## src/rtl/gpu_ingress_fifo_if.sv

```systemverilog
// Flit handshake bundle between the GPU endpoint, the ingress buffer and the leaf router input port.
// The buffer uses the slave modport; whoever drives the GPU side and consumes the router side uses master.
interface gpu_ingress_fifo_if #(
  parameter int unsigned DWIDTH = 16,
  parameter int unsigned AWIDTH = 6
);
  logic [DWIDTH-1:0] gpu_in_data;
  logic              gpu_in_valid;
  logic [AWIDTH-1:0] gpu_dest_addr;
  logic              gpu_in_ready;

  logic [DWIDTH-1:0] rtr_out_data;
  logic              rtr_out_valid;
  logic [AWIDTH-1:0] rtr_dest_addr;
  logic              rtr_dest_local;
  logic              rtr_out_ready;

  modport master (
    output gpu_in_data, gpu_in_valid, gpu_dest_addr, rtr_out_ready,
    input  gpu_in_ready, rtr_out_data, rtr_out_valid, rtr_dest_addr, rtr_dest_local
  );

  modport slave (
    input  gpu_in_data, gpu_in_valid, gpu_dest_addr, rtr_out_ready,
    output gpu_in_ready, rtr_out_data, rtr_out_valid, rtr_dest_addr, rtr_dest_local
  );
endinterface

```

## src/rtl/gpu_ingress_fifo.sv

```systemverilog
// First-word-fall-through ingress FIFO from a GPU endpoint to the leaf router input port,
// with occupancy status, a saturating input-stall counter and a local-group flag on the head flit.
module gpu_ingress_fifo #(
  parameter int unsigned DWIDTH     = 16,
  parameter int unsigned AWIDTH     = 6,
  parameter int unsigned FIFO_DEPTH = 8,
  parameter logic [3:0]  GROUP_ID   = 4'b0101,
  parameter int unsigned CWIDTH     = 16
) (
  input  logic                          clk,
  input  logic                          reset,
  input  logic                          flush,
  gpu_ingress_fifo_if.slave             bus,
  output logic                          fifo_full,
  output logic                          fifo_empty,
  output logic [$clog2(FIFO_DEPTH):0]   fifo_count,
  output logic [CWIDTH-1:0]             stall_count
);

  localparam int unsigned PWIDTH = $clog2(FIFO_DEPTH);
  localparam int unsigned EWIDTH = AWIDTH + DWIDTH;
  localparam logic [PWIDTH:0] FULL_COUNT = (PWIDTH + 1)'(FIFO_DEPTH);

  logic [EWIDTH-1:0] mem [FIFO_DEPTH];
  logic [PWIDTH-1:0] wr_ptr;
  logic [PWIDTH-1:0] rd_ptr;
  logic [PWIDTH:0]   count;
  logic [EWIDTH-1:0] head;
  logic              push;
  logic              pop;

  assign fifo_full  = (count == FULL_COUNT);
  assign fifo_empty = (count == '0);
  assign fifo_count = count;

  // Ready depends only on registered occupancy, so a pop never frees a slot in the same cycle.
  assign bus.gpu_in_ready  = !fifo_full;
  assign bus.rtr_out_valid = !fifo_empty;

  assign push = bus.gpu_in_valid && !fifo_full;
  assign pop  = !fifo_empty && bus.rtr_out_ready;

  assign head               = fifo_empty ? '0 : mem[rd_ptr];
  assign bus.rtr_out_data   = head[DWIDTH-1:0];
  assign bus.rtr_dest_addr  = head[EWIDTH-1:DWIDTH];
  assign bus.rtr_dest_local = !fifo_empty && (head[EWIDTH-1 -: 4] == GROUP_ID);

  // NOTE: state registers use non-blocking assignments so every flop samples pre-edge values.
  always_ff @(posedge clk or negedge reset) begin
    if (!reset) begin
      wr_ptr <= '0;
      rd_ptr <= '0;
      count  <= '0;
    end else if (flush) begin
      wr_ptr <= '0;
      rd_ptr <= '0;
      count  <= '0;
    end else begin
      if (push) wr_ptr <= wr_ptr + 1'b1;
      if (pop)  rd_ptr <= rd_ptr + 1'b1;
      if (push && !pop)      count <= count + 1'b1;
      else if (pop && !push) count <= count - 1'b1;
    end
  end

  // NOTE: storage has no reset; contents are only ever read behind a non-zero count.
  always_ff @(posedge clk) begin
    if (push && !flush) mem[wr_ptr] <= {bus.gpu_dest_addr, bus.gpu_in_data};
  end

  // Stall history survives flush; only reset clears it.
  always_ff @(posedge clk or negedge reset) begin
    if (!reset) begin
      stall_count <= '0;
    end else if (bus.gpu_in_valid && fifo_full && (stall_count != '1)) begin
      stall_count <= stall_count + 1'b1;
    end
  end

endmodule

```

## src/flat_wrapper.sv

```systemverilog
// flat-port wrapper written by rule: the top's interface ports become plain ports
module gpu_ingress_fifo_flat 
#(
  parameter int unsigned DWIDTH     = 16,
  parameter int unsigned AWIDTH     = 6,
  parameter int unsigned FIFO_DEPTH = 8,
  parameter logic [3:0]  GROUP_ID   = 4'b0101,
  parameter int unsigned CWIDTH     = 16
)
  (clk, reset, flush, fifo_full, fifo_empty, fifo_count, stall_count, bus_gpu_in_data, bus_gpu_in_valid, bus_gpu_dest_addr, bus_rtr_out_ready, bus_gpu_in_ready, bus_rtr_out_data, bus_rtr_out_valid, bus_rtr_dest_addr, bus_rtr_dest_local);
  gpu_ingress_fifo_if #(.DWIDTH(DWIDTH), .AWIDTH(AWIDTH)) bus_i ();
  input  logic clk;
  input  logic reset;
  input  logic flush;
  output logic fifo_full;
  output logic fifo_empty;
  output logic [$clog2(FIFO_DEPTH):0] fifo_count;
  output logic [CWIDTH-1:0] stall_count;
  input wire logic [$bits(bus_i.gpu_in_data)-1:0] bus_gpu_in_data;
  input wire logic [$bits(bus_i.gpu_in_valid)-1:0] bus_gpu_in_valid;
  input wire logic [$bits(bus_i.gpu_dest_addr)-1:0] bus_gpu_dest_addr;
  input wire logic [$bits(bus_i.rtr_out_ready)-1:0] bus_rtr_out_ready;
  output wire logic [$bits(bus_i.gpu_in_ready)-1:0] bus_gpu_in_ready;
  output wire logic [$bits(bus_i.rtr_out_data)-1:0] bus_rtr_out_data;
  output wire logic [$bits(bus_i.rtr_out_valid)-1:0] bus_rtr_out_valid;
  output wire logic [$bits(bus_i.rtr_dest_addr)-1:0] bus_rtr_dest_addr;
  output wire logic [$bits(bus_i.rtr_dest_local)-1:0] bus_rtr_dest_local;
  assign bus_i.gpu_in_data = bus_gpu_in_data;
  assign bus_i.gpu_in_valid = bus_gpu_in_valid;
  assign bus_i.gpu_dest_addr = bus_gpu_dest_addr;
  assign bus_i.rtr_out_ready = bus_rtr_out_ready;
  assign bus_gpu_in_ready = bus_i.gpu_in_ready;
  assign bus_rtr_out_data = bus_i.rtr_out_data;
  assign bus_rtr_out_valid = bus_i.rtr_out_valid;
  assign bus_rtr_dest_addr = bus_i.rtr_dest_addr;
  assign bus_rtr_dest_local = bus_i.rtr_dest_local;
  gpu_ingress_fifo #(.DWIDTH(DWIDTH), .AWIDTH(AWIDTH), .FIFO_DEPTH(FIFO_DEPTH), .GROUP_ID(GROUP_ID), .CWIDTH(CWIDTH)) u_core (.clk(clk), .reset(reset), .flush(flush), .bus(bus_i), .fifo_full(fifo_full), .fifo_empty(fifo_empty), .fifo_count(fifo_count), .stall_count(stall_count));
endmodule
```

## config.mk

```make
export PLATFORM = sky130hd
export DESIGN_NAME = gpu_ingress_fifo_flat
export DESIGN_NICKNAME = d
export VERILOG_FILES = /design/src/rtl/gpu_ingress_fifo_if.sv /design/src/rtl/gpu_ingress_fifo.sv /design/src/flat_wrapper.sv
export SDC_FILE = /design/constraint.sdc
export NUM_CORES = 1
export LEC_CHECK = 0
export ABC_AREA = 1
export BUFFER_PORTS_ARGS = -buffer_cell sky130_fd_sc_hd__buf_2
export CAP_MARGIN = 40
export CORE_UTILIZATION = 54
export DETAILED_ROUTE_END_ITERATION = 10
export GPL_TIMING_DRIVEN = 0
export PLACE_DENSITY = 0.8
export SETUP_SLACK_MARGIN = 0.3
export SYNTH_ARGS = -nofsm -noshare
export SYNTH_HDL_FRONTEND = slang
export SYNTH_SLANG_ARGS = --single-unit
```

## constraint.sdc

```tcl
create_clock -name clk -period 2.4 [get_ports clk]
set_input_delay 0 -clock clk [delete_from_list [all_inputs] [get_ports clk]]
set_output_delay 0 -clock clk [all_outputs]
set_load 0.02 [all_outputs]
```

# Word level (Yosys, flattened, before mapping)
# Memories as Yosys holds them, arrays and structs flattened.
# Index checks and enable logic that the tools add are counted.
# word_totals
ff_bits	26
mem_bits_rw	176
input_bits	27
out_inout_bits	47
word_cells	40
mem_count	1
# memory_table
memory	words	word_bits	rd	rd_clocked_by_memory_dff	write_ports	line	rtl
u_core.mem	8	22	1	0	1	gpu_ingress_fifo.sv:24	logic [EWIDTH-1:0] mem [FIFO_DEPTH];
# classes
n_addsub	5
n_eq_ne	3
mux	10
reduce_logical	17
# op_table
cell	n
22-bit 2-to-1 mux	1
16-bit by 1-bit adder with 16-bit output, second input constant	1
16-bit inequality test, second input constant	1
3-bit 2-to-1 mux	4
4-bit 2-to-1 mux	3
1-bit logical AND	8
3-bit by 1-bit adder with 3-bit output, second input constant	2
1-bit zero test	5
4-bit by 1-bit adder with 4-bit output, second input constant	1
4-bit by 3-bit == test with 1-bit output, second input constant	1
4-bit == test, second input constant	1
4-bit zero test	1
2-bit nonzero test	2
4-bit by 1-bit subtractor with 4-bit output, second input constant	1
3-bit nonzero test	1
1-bit 2-to-1 mux	2

# Longest topological paths before layout
# depth
ltp_word	8
ltp_mapped	11
ltp_nobuf	10

# Worst setup path before layout
# Ideal clock, no wire load.
# synth_path
path_type	register to register
startpoint	register u_core.count[3], in the netlist u_core.fifo_count[3]
endpoint	memory u_core.mem[0][0] in the netlist's numbering, enable pin
setup_time_ps	401
arrival_ps	2110
required_time_ps	1999
slack_ps	-110
path_stages_with_launch	8
n_path_buf	0
period_less_slack_ps	2510
cell_sequence	dfrtp_1 > inv_2 > nor2_4 > a21oi_1 > nand2_1 > inv_1 > nand2_1 > nor2_1
# synth_between
elab_chain_len	6
# synth_lines
element	line	rtl
start, declared	gpu_ingress_fifo.sv:27	logic [PWIDTH:0] count;
start signal, assigned	gpu_ingress_fifo.sv:61	if (push && !pop) count <= count + 1'b1;
start signal, assigned	gpu_ingress_fifo.sv:62	else if (pop && !push) count <= count - 1'b1;
4-bit == test	gpu_ingress_fifo.sv:32	assign fifo_full = (count == FULL_COUNT);
1-bit zero test	gpu_ingress_fifo.sv:40	assign push = bus.gpu_in_valid && !fifo_full;
1-bit logical AND	gpu_ingress_fifo.sv:40	
1-bit logical AND	gpu_ingress_fifo.sv:68	if (push && !flush) mem[wr_ptr] <= {bus.gpu_dest_addr, bus.gpu_in_data};
1-bit 2-to-1 mux	gpu_ingress_fifo.sv:68	
1-bit 2-to-1 mux (implied by the code)	gpu_ingress_fifo.sv:68	
end, declared	gpu_ingress_fifo.sv:24	
# No other way between the ends.

# Worst setup path in the final report
# layout_path
startpoint	register u_core.rd_ptr[0]
endpoint	output port bus_rtr_dest_addr[1]
# layout_between
elab_chain_len	2
# layout_lines
element	line	rtl
start, declared	gpu_ingress_fifo.sv:26	logic [PWIDTH-1:0] rd_ptr;
start signal, assigned	gpu_ingress_fifo.sv:60	if (pop) rd_ptr <= rd_ptr + 1'b1;
memory 8 x 22 bit	--	
22-bit 2-to-1 mux	gpu_ingress_fifo.sv:43	assign head = fifo_empty ? '0 : mem[rd_ptr];
end, declared	flat_wrapper.sv:26	output wire logic [$bits(bus_i.rtr_dest_addr)-1:0] bus_rtr_dest_addr;
# No other way between the ends.

==> flow_summary.ini <==
[power]
power_per_standard_cell_area_mw_per_mm2 = 1065
p_leak_nw = 4.177
vdd_drop_max_mv = 0.8670
power_frac_clock_pct = 28.5
p_int_mw = 7.501
switching_share_pct = 35.27
seqPwrFrac_pct = 36.3
netSwitchingPower_mw = 4.088
pwr-share-comb_pct = 35.2

[final_layout]
final.fill_count = 988
layout.cells.non_filler = 1122
design_area_sq_mm = 0.01088
multiInputGateArea_sq_mm = 0.002399
most-common-layout-cells = 176 x sky130_fd_sc_hd__edfxtp_1, 146 x sky130_fd_sc_hd__nor2_1, 98 x sky130_fd_sc_hd__o21ai_0, 71 x sky130_fd_sc_hd__nand2_1, 70 x sky130_fd_sc_hd__buf_2
sequential_cell_area_sq_mm = 0.005938
area_growth_pct = 27.23
drive_gt1_share_pct = 24.15
finish.utilization_pct = 71.05
antennaDiodeCount = 0
final_common_cell = sky130_fd_sc_hd__edfxtp_1
finish.net_count = 932

[global_routing]
grt_met1_use_pct = 35.96
grt_remaining_overflow = 0
first_global_vias = 6244
grt_antenna_before_repair = 0
wire_length_of_the_first_global_routing_pass_um = 33750
groute.usage.overall_pct = 27.28
global_route.usage.met2_pct = 46.00
maximum_number_of_pins_on_one_net_before_global_route_repair = 27
busiest_layer = met2
use_met3_pct = 5.217

[clocking]
cts_tree = yes
clk_latency_ns = 0.50
clkSlewWorstSetupHoldPaths_ns = 0.07
clock_path_buffers = 3
clock_net_sink_count = 202
master_cell_of_the_clock_root_buffer = sky130_fd_sc_hd__clkbuf_16
htreeDepth = 1
inserted_clock_buffers = 21

[logic_synthesis]
yosysWarningCount = 0
synth.cell_area_sq_mm = 0.008552
synthesis.area_per_instance_sq_um = 11.48
yosysUniqueCellTypes = 32
synth-edff-count = 176
synth-async-reset-ratio_pct = 12.87
count_of_state_elements_after_synthesis = 202
ys_dominant_reg_cell = sky130_fd_sc_hd__edfxtp_1
synthesized_netlist_net_count = 778
synth_seq_area_share_pct = 69.41
netlist_instances = 745

[setup_path]
setup.worst_path.start_class = flip-flop
worst-setup-path-type = reg -> out
required_ns = 2.40
worst_path_fanout_max = 6
critical_path.endpoint_type = output port
critPathArrivalTime_ns = 2.14

[timing]
hold_viol_final = 0
timing.final.max_slew_violations = 0
maximum_operating_frequency_mhz = 466.7
clock_skew_ns = 0.009816
finalWorstSetupSlack_ns = 0.2572
layout_worst_path_cycle_share_pct = 89.28
final_period_minus_worst_setup_slack_ns = 2.143
max_slew.worst_pin.slew_ns = 0.6391
setup_viol = 0
worst_slew_margin_rel_pct = 57.39
grt_setup_unrepaired = true

[drt]
route.detailed.vias_per_inst = 5.766
drc = 0
wirelength_um = 22300
drt_first_iter_violations = 735
routed-via-count = 6469
routedWlPerCell_um = 19.88
antenna_violating_nets_post_route = 0
drt_pass1_iterations = 6

[status]
outcome = finished, final reports clean

[die]
die_w_um = 127.8
start_util_pct = 55.84
row_count = 45
i_o_pins = 74
chip_height_um = 127.8
design.die.area_sq_mm = 0.01634
area_of_the_core_region_sq_mm = 0.01531

[place]
dp_slack_ns = -0.1260
gp_congestion = 0.8587
post-place-cells = 1039
dpl-instance-area_sq_mm = 0.009361
detailed_place_hpwl_um = 13210
port_buffer_count = 73

[job]
maxCapViolations = 0

[min_path]
hold_class = in -> async
[state kept, by name, summed over array words and instances (netlist names)]
| signal | cells |
|---|---|
| u_core.mem | 176 |
| u_core.stall_count | 16 |
| u_core.fifo_count | 4 |
| u_core.rd_ptr | 3 |
| u_core.wr_ptr | 3 |
[cells in the mapped netlist (6+ instances only)]
cell	number	area share [%]
sky130_fd_sc_hd__a21oi_1	9	0.53
sky130_fd_sc_hd__buf_2	13	0.76
sky130_fd_sc_hd__clkbuf_1	18	0.79
sky130_fd_sc_hd__dfrtp_1	26	7.6
sky130_fd_sc_hd__edfxtp_1	176	62
sky130_fd_sc_hd__inv_1	33	1.4
sky130_fd_sc_hd__nand2_1	73	3.2
sky130_fd_sc_hd__nand3_1	24	1.4
sky130_fd_sc_hd__nand3_2	6	0.70
sky130_fd_sc_hd__nor2_1	159	7.0
sky130_fd_sc_hd__nor3_1	6	0.35
sky130_fd_sc_hd__o21ai_0	114	6.7
sky130_fd_sc_hd__o21ai_1	8	0.47
sky130_fd_sc_hd__o22ai_1	36	2.6
[logic make-up after synthesis]
group,synth area share (%)
and+or+nand+nor,14.21
DFF,69.41
AOI/OAI and AO/OA,10.78
buffers and inverters,3.921
xor gates and xnor gates,0.7169
adders and majority gates,0.9656
[stage by stage]
step	total power, mW	hold WS [ns]	TNS [ns]
after global placement	7.499	0.03845	-56.60
after floorplan	6.443	-0.2956	0
after global routing	12.07	0.1155	0
after CTS	11.16	0.07332	0
after detailed placement	7.611	0.03776	-3.033
final	11.59	0.05327	0
[critical path: stages, from the launching register on]
cell                      delay, ns
sky130_fd_sc_hd__dfrtp_1       0.43
sky130_fd_sc_hd__buf_6         0.17
sky130_fd_sc_hd__buf_8         0.14
sky130_fd_sc_hd__buf_12        0.13
sky130_fd_sc_hd__o21ai_0       0.26
sky130_fd_sc_hd__o22ai_1       0.15
sky130_fd_sc_hd__nor2_1        0.14
sky130_fd_sc_hd__nor2_1        0.06
sky130_fd_sc_hd__buf_2         0.16
[cell type report]
class / count / share of cell area (%)
sequential: 202 / 54.58
clock buffer: 24 / 5.117
tap: 211 / 2.426
clock inverter: 11 / 1.276
multi-input combinational: 468 / 22.04
buffer: 36 / 3.588
timing repair buffer: 131 / 9.464
inverter: 39 / 1.506
[final timing paths]
check                           slack, ns             startpoint  cells after the start                      to
worst max-delay path                 0.26       u_core.rd_ptr[0]                      8    bus_rtr_dest_addr[1]
worst min-delay path                 0.05                  reset                      2  u_core.stall_count[10]
worst max register to register       0.34   u_core.fifo_count[2]                      6        u_core.rd_ptr[2]
worst min register to register       0.53  u_core.stall_count[0]                      1   u_core.stall_count[0]
max in group asynchronous            1.91                  reset                      2    u_core.fifo_count[1]
min in group clk                     0.30     bus_gpu_in_data[7]                      2        u_core.mem[7][7]
[metal layers]
| metal | share of wire, % | vias to the layer above | routed length, um |
|---|---|---|---|
| met3 | 8.9 | 53 | 1980 |
| li1 | - | 2938 | - |
| met4 | 2.4 | 0 | 546 |
| met5 | 0 | - | 0 |
| met2 | 49 | 358 | 11010 |
| met1 | 39 | 3120 | 8766 |
[power by group through the flow]
| stage | logic [mW] | registers [mW] | clock network [mW] |
|---|---|---|---|
| after CTS | 3.65 | 4.19 | 3.32 |
| after global placement | 3.25 | 4.25 | 0 |
| after detailed placement | 3.36 | 4.25 | 0 |
| after floorplan | 2.11 | 4.34 | 0 |
| final | 4.08 | 4.21 | 3.30 |
| after global routing | 4.38 | 4.22 | 3.47 |
[what timing repair did]
action	in CTS	in global routing
resized for setup	65	70
endpoints found under the hold margin	211	0
hold buffers	27	0
endpoints found under the setup margin	196	183
pin swaps	10	10
buffers inserted	16	2
gates cloned	0	3
Note: power is estimated with default switching activity, not from simulation.
